--- config.mk ---
export PLATFORM = sky130hd
export DESIGN_NAME = id_ex_pipe_reg
export DESIGN_NICKNAME = d
export VERILOG_FILES = /design/src/rtl/cpu_pkg.sv /design/src/rtl/load_use_detector.sv /design/src/rtl/id_ex_pipe_reg.sv
export SDC_FILE = /design/constraint.sdc
export NUM_CORES = 1
export LEC_CHECK = 0
export CAP_MARGIN = 10
export CORE_ASPECT_RATIO = 0.8
export CORE_MARGIN = 2
export CORE_UTILIZATION = 44
export DETAILED_ROUTE_END_ITERATION = 12
export PLACE_DENSITY = 0.86
export SLEW_MARGIN = 10
export SYNTH_ARGS = -nofsm -noshare
export SYNTH_HDL_FRONTEND = slang
export SYNTH_SLANG_ARGS = --single-unit
--- constraint.sdc ---
create_clock -name clk_i -period 4.75 [get_ports clk_i]
set_clock_uncertainty 0.05 [all_clocks]
set_input_delay 0.475 -clock clk_i [delete_from_list [all_inputs] [get_ports clk_i]]
set_output_delay 0.475 -clock clk_i [all_outputs]
set_load 0.02 [all_outputs]
--- src/rtl/cpu_pkg.sv ---
// rtl/cpu_pkg.sv - shared control-field layout and ALUOp encodings for the CPU datapath
package cpu_pkg;

  localparam int ALUOP_BITS = 2;
  localparam int CTRL_W     = ALUOP_BITS + 6;

  // Bit positions inside {ALUOp, ALUSrc, RegDst, MemRead, MemWrite, MemtoReg, RegWrite}
  localparam int CTRL_REGWRITE  = 0;
  localparam int CTRL_MEMTOREG  = 1;
  localparam int CTRL_MEMWRITE  = 2;
  localparam int CTRL_MEMREAD   = 3;
  localparam int CTRL_REGDST    = 4;
  localparam int CTRL_ALUSRC    = 5;
  localparam int CTRL_ALUOP_LSB = 6;

  localparam logic [CTRL_W-1:0] CTRL_NOP = '0;

  typedef enum logic [ALUOP_BITS-1:0] {
    ALUOP_ADD   = 2'b00,
    ALUOP_SUB   = 2'b01,
    ALUOP_RTYPE = 2'b10,
    ALUOP_IMM   = 2'b11
  } aluOp_e;

  function automatic logic ctrlMemRead(input logic [CTRL_W-1:0] ctrl);
    return ctrl[CTRL_MEMREAD];
  endfunction

endpackage

--- src/rtl/load_use_detector.sv ---
// rtl/load_use_detector.sv - flags an ID instruction that reads the register a load in EX writes
module load_use_detector #(
  parameter int REG_ADDR_W = 5
) (
  input  logic                  exValid,
  input  logic                  exMemRead,
  input  logic [REG_ADDR_W-1:0] exRtAddr,
  input  logic                  idValid,
  input  logic                  flush,
  input  logic [REG_ADDR_W-1:0] idRsAddr,
  input  logic [REG_ADDR_W-1:0] idRtAddr,
  input  logic                  idUsesRt,
  output logic                  stall
);

  logic rsMatch;
  logic rtMatch;

  assign rsMatch = (exRtAddr == idRsAddr);
  assign rtMatch = idUsesRt && (exRtAddr == idRtAddr);

  // $0 is hardwired, so a load targeting it can never create a dependence
  assign stall = exValid && exMemRead && (exRtAddr != '0) && idValid && !flush &&
                 (rsMatch || rtMatch);

endmodule

--- src/rtl/id_ex_pipe_reg.sv ---
// rtl/id_ex_pipe_reg.sv - ID/EX pipeline register with load-use bubble insertion
module id_ex_pipe_reg
  import cpu_pkg::*;
#(
  parameter int DATA_W     = 32,
  parameter int REG_ADDR_W = 5,
  parameter int ALUOP_W    = 2
) (
  input  logic                  clk_i,
  input  logic                  rst_i,
  input  logic                  hold_i,
  input  logic                  flush_i,
  input  logic                  ID_Valid_i,
  input  logic [REG_ADDR_W-1:0] ID_RsAddr_i,
  input  logic [REG_ADDR_W-1:0] ID_RtAddr_i,
  input  logic [REG_ADDR_W-1:0] ID_RdAddr_i,
  input  logic                  ID_UsesRt_i,
  input  logic [DATA_W-1:0]     ID_RsData_i,
  input  logic [DATA_W-1:0]     ID_RtData_i,
  input  logic [DATA_W-1:0]     ID_Imm_i,
  input  logic [ALUOP_W+5:0]    ID_Ctrl_i,
  output logic                  stall_o,
  output logic                  EX_Valid_o,
  output logic [REG_ADDR_W-1:0] EX_RsAddr_o,
  output logic [REG_ADDR_W-1:0] EX_RtAddr_o,
  output logic [REG_ADDR_W-1:0] EX_RdAddr_o,
  output logic [DATA_W-1:0]     EX_RsData_o,
  output logic [DATA_W-1:0]     EX_RtData_o,
  output logic [DATA_W-1:0]     EX_Imm_o,
  output logic [ALUOP_W+5:0]    EX_Ctrl_o
);

  logic bubble;

  load_use_detector #(
    .REG_ADDR_W(REG_ADDR_W)
  ) u_load_use_detector (
    .exValid   (EX_Valid_o),
    .exMemRead (EX_Ctrl_o[CTRL_MEMREAD]),
    .exRtAddr  (EX_RtAddr_o),
    .idValid   (ID_Valid_i),
    .flush     (flush_i),
    .idRsAddr  (ID_RsAddr_i),
    .idRtAddr  (ID_RtAddr_i),
    .idUsesRt  (ID_UsesRt_i),
    .stall     (stall_o)
  );

  // Bubbles clear every field so forwarding comparisons downstream can never hit
  assign bubble = flush_i || stall_o || !ID_Valid_i;

  always_ff @(posedge clk_i) begin
    if (rst_i || (!hold_i && bubble)) begin
      EX_Valid_o  <= 1'b0;
      EX_RsAddr_o <= '0;
      EX_RtAddr_o <= '0;
      EX_RdAddr_o <= '0;
      EX_RsData_o <= '0;
      EX_RtData_o <= '0;
      EX_Imm_o    <= '0;
      EX_Ctrl_o   <= '0;
    end else if (!hold_i) begin
      EX_Valid_o  <= 1'b1;
      EX_RsAddr_o <= ID_RsAddr_i;
      EX_RtAddr_o <= ID_RtAddr_i;
      EX_RdAddr_o <= ID_RdAddr_i;
      EX_RsData_o <= ID_RsData_i;
      EX_RtData_o <= ID_RtData_i;
      EX_Imm_o    <= ID_Imm_i;
      EX_Ctrl_o   <= ID_Ctrl_i;
    end
  end

endmodule

==> results.sh <==
export IMPL_placedCellCount=895
export IMPL_fillers=820
export IMPL_cts_buffer_depth=2
export IMPL_grt_max_degree=240
export IMPL_dp_hpwl_um=10400
export IMPL_synth_seq_cells=120
export IMPL_worstMarginPinSlew_ps=1290
export IMPL_track_usage_pct=25.0
export IMPL_max_freq_ghz=0.309
export IMPL_status="complete, no violations"
export IMPL_cp_start_kind="flip-flop"
export IMPL_cts_setup_buffers=0
export IMPL_place_congestion=0.784
export IMPL_hold_viol=0
export IMPL_synthCells=569
export IMPL_multi_input_area_mm2=0.00230
export IMPL_antenna_found_initial=0
export IMPL_ir_drop_uv=252
export IMPL_drv_slew=0
export IMPL_firstDrtPassIters=5
export IMPL_path_class="reg2out"
export IMPL_synth_fp_nets=694
export IMPL_timing_final_crit_share_pct=68.2
export IMPL_synth_edf_count=0
export IMPL_final_antenna_net_count=0
export IMPL_ys_top_cells_by_count="nand2_1 (122), dfxtp_1 (120), a32oi_1 (119), o21ai_1 (89), buf_2 (32)"
export IMPL_die_w_um=123
export IMPL_yosysMostFrequentCell="nand2_1"
export IMPL_n_antenna_cell=0
export IMPL_ys_async_sr_fraction_pct=0
export IMPL_ctsResizeCount=0
export IMPL_drc_errors=0
export IMPL_area_growth_pct=59.6
export IMPL_synth_fa_ha_area_share_pct=0
export IMPL_vias=5354
export IMPL_ys_top_cells_by_area="dfxtp_1 (48%), a32oi_1 (21%), nand2_1 (9.2%), o21ai_1 (8.9%), buf_2 (3.2%)"
export IMPL_synth_avg_cell_area_um2=8.76
export IMPL_grt_pass1_vias=4899
export IMPL_reg2reg_depth=5
export IMPL_setup_tns_final_ps=0
export IMPL_syn_cell_area_mm2=0.00499
export IMPL_die_area_mm2=0.0122
export IMPL_dieHeight_um=99.2
export IMPL_cellPowerDensity_mw_per_mm2=343
export IMPL_yosysSeqAreaShare_pct=48.2
export IMPL_synth_area_mux_share_pct=0
export IMPL_num_rows=34
export IMPL_nets=895
export IMPL_synth_compound_area_share_pct=33.5
export IMPL_initial_core_util_pct=45.4
export IMPL_cts_clk_slew_worst_paths_ps=50
export IMPL_synth_ff_type="dfxtp_1"
export IMPL_fin_crit_ps=3240
export IMPL_drt_iter0_drc=483
export IMPL_yosysTopAreaCell="dfxtp_1"
export IMPL_core_mm2=0.0110
export IMPL_min_path_cells=2
export IMPL_synth_top_family_by_area="compound AO/OA/AOI/OAI gates"
export IMPL_rsz0062_at_grt="no"
export IMPL_relSlewSlack_pct=14.2
export IMPL_wl_um=16100
export IMPL_io_buffers=245
export IMPL_synth_distinct_cells=22
export IMPL_overflow=0
export IMPL_ff_latch_area_mm2=0.00240
export IMPL_cts_tree="done"
export IMPL_cts_root_buf="clkbuf_16"
export IMPL_maxCapViolCount=0
export IMPL_stdcell_count=927
export IMPL_cts_made_buffers=17
export IMPL_ios=246
export IMPL_layout_drive_gt1_share_pct=4.34
export IMPL_cts_hold_buf=0
export IMPL_htreeDepth=4
export IMPL_cellLeakagePower_nw=2.62
export IMPL_cts_sinks=120
export IMPL_clk_latency_ps=400
export IMPL_yosys_area_share_xor_xnor_pct=1.76
export IMPL_setup_viol=0
export IMPL_synth_top_area_share_pct=48.2
export IMPL_arrival_ps=2720
export IMPL_yosys_warnings=0
export IMPL_hold_slack_ps=420
export IMPL_hp_class="reg2reg"
export IMPL_vias_per_cell=5.78
export IMPL_grt_pass1_wl_um=24500
export IMPL_wl_per_cell_um=17.4
export IMPL_synth_simple_gate_area_share_pct=10.3
export IMPL_crit_path_end_kind="output pin"
export IMPL_crit_required_ps=4220
export IMPL_cp_max_fo=121
[cell usage in the layout, fill, tap and decap left out, types with 5 or more instances in the layout]
cell type / netlist / final
clkbuf_1: 29 / 5
clkbuf_16: 0 / 17
clkinv_2: 0 / 6
a32oi_1: 119 / 119
dfxtp_1: 120 / 120
clkdlybuf4s50_1: 0 / 245
nand2_1: 122 / 122
o21ai_1: 89 / 89
xnor2_1: 10 / 10
o21ai_0: 31 / 31
[area by class of cell]
type	instances	area share (%)
tap	144	2.26
timing repair buffer	248	31.4
sequential	120	30.2
clock buffer	22	5.58
clock inverter	10	1.60
multi-input combinational	383	28.9
[path summary, 6_finish.rpt]
check / from / end / slack, ps
min reg2reg: EX_Imm_o[21] / EX_Imm_o[21] / 420
max: EX_RtAddr_o[0] / stall_o / 1510
min: EX_Imm_o[21] / EX_Imm_o[21] / 420
max reg2reg: EX_RtAddr_o[4] / EX_RsAddr_o[1] / 2300
[power by group]
part           internal [W]  switching (W)
logic              0.000209       0.000187
clock network      0.000819       0.000424
registers           0.00106      0.0000311
total               0.00209       0.000642
[per-stage QoR]
stage | power, W | instance area [um^2] | setup slack, ps | utilization (%)
3_5_place_dp | 0.00150 | 7380 | 1450 | 67.3
5_1_grt | 0.00283 | 7960 | 1350 | 72.5
2_1_floorplan | 0.00126 | 4990 | 2660 | -
3_3_place_gp | 0.00149 | 7380 | 1490 | 67.3
6_report | 0.00273 | 7960 | 1510 | 72.5
4_1_cts | 0.00274 | 7960 | 1460 | 72.5
[per-layer routing]
metal / part of all wire, % / GRT usage [%]
met2: 49 / 42.1
met4: 2.4 / 9.79
met3: 8.7 / 7.74
met1: 39 / 29.8
met5: 0 / 0
[cells by family after synthesis]
| group | Yosys count |
|---|---|
| compound gates | 242 |
| xor+xnor | 10 |
| buf+inv | 66 |
| flops | 120 |
| simple gates | 131 |
[registers in the layout, summed over array words and instances (netlist names)]
| name | cells |
|---|---|
| EX_Ctrl_o | 8 |
| EX_Imm_o | 32 |
| EX_RdAddr_o | 5 |
| EX_RsAddr_o | 5 |
| EX_RsData_o | 32 |
| EX_RtAddr_o | 5 |
| EX_RtData_o | 32 |
| EX_Valid_o | 1 |
[worst max-delay path, stage by stage, from the launching register on]
cell and delay, ps:
dfxtp_1 360, nor3_1 310, a211o_4 950, nor2b_1 110, clkdlybuf4s50_1 590
No activity file was read; power rests on OpenSTA's default activity.
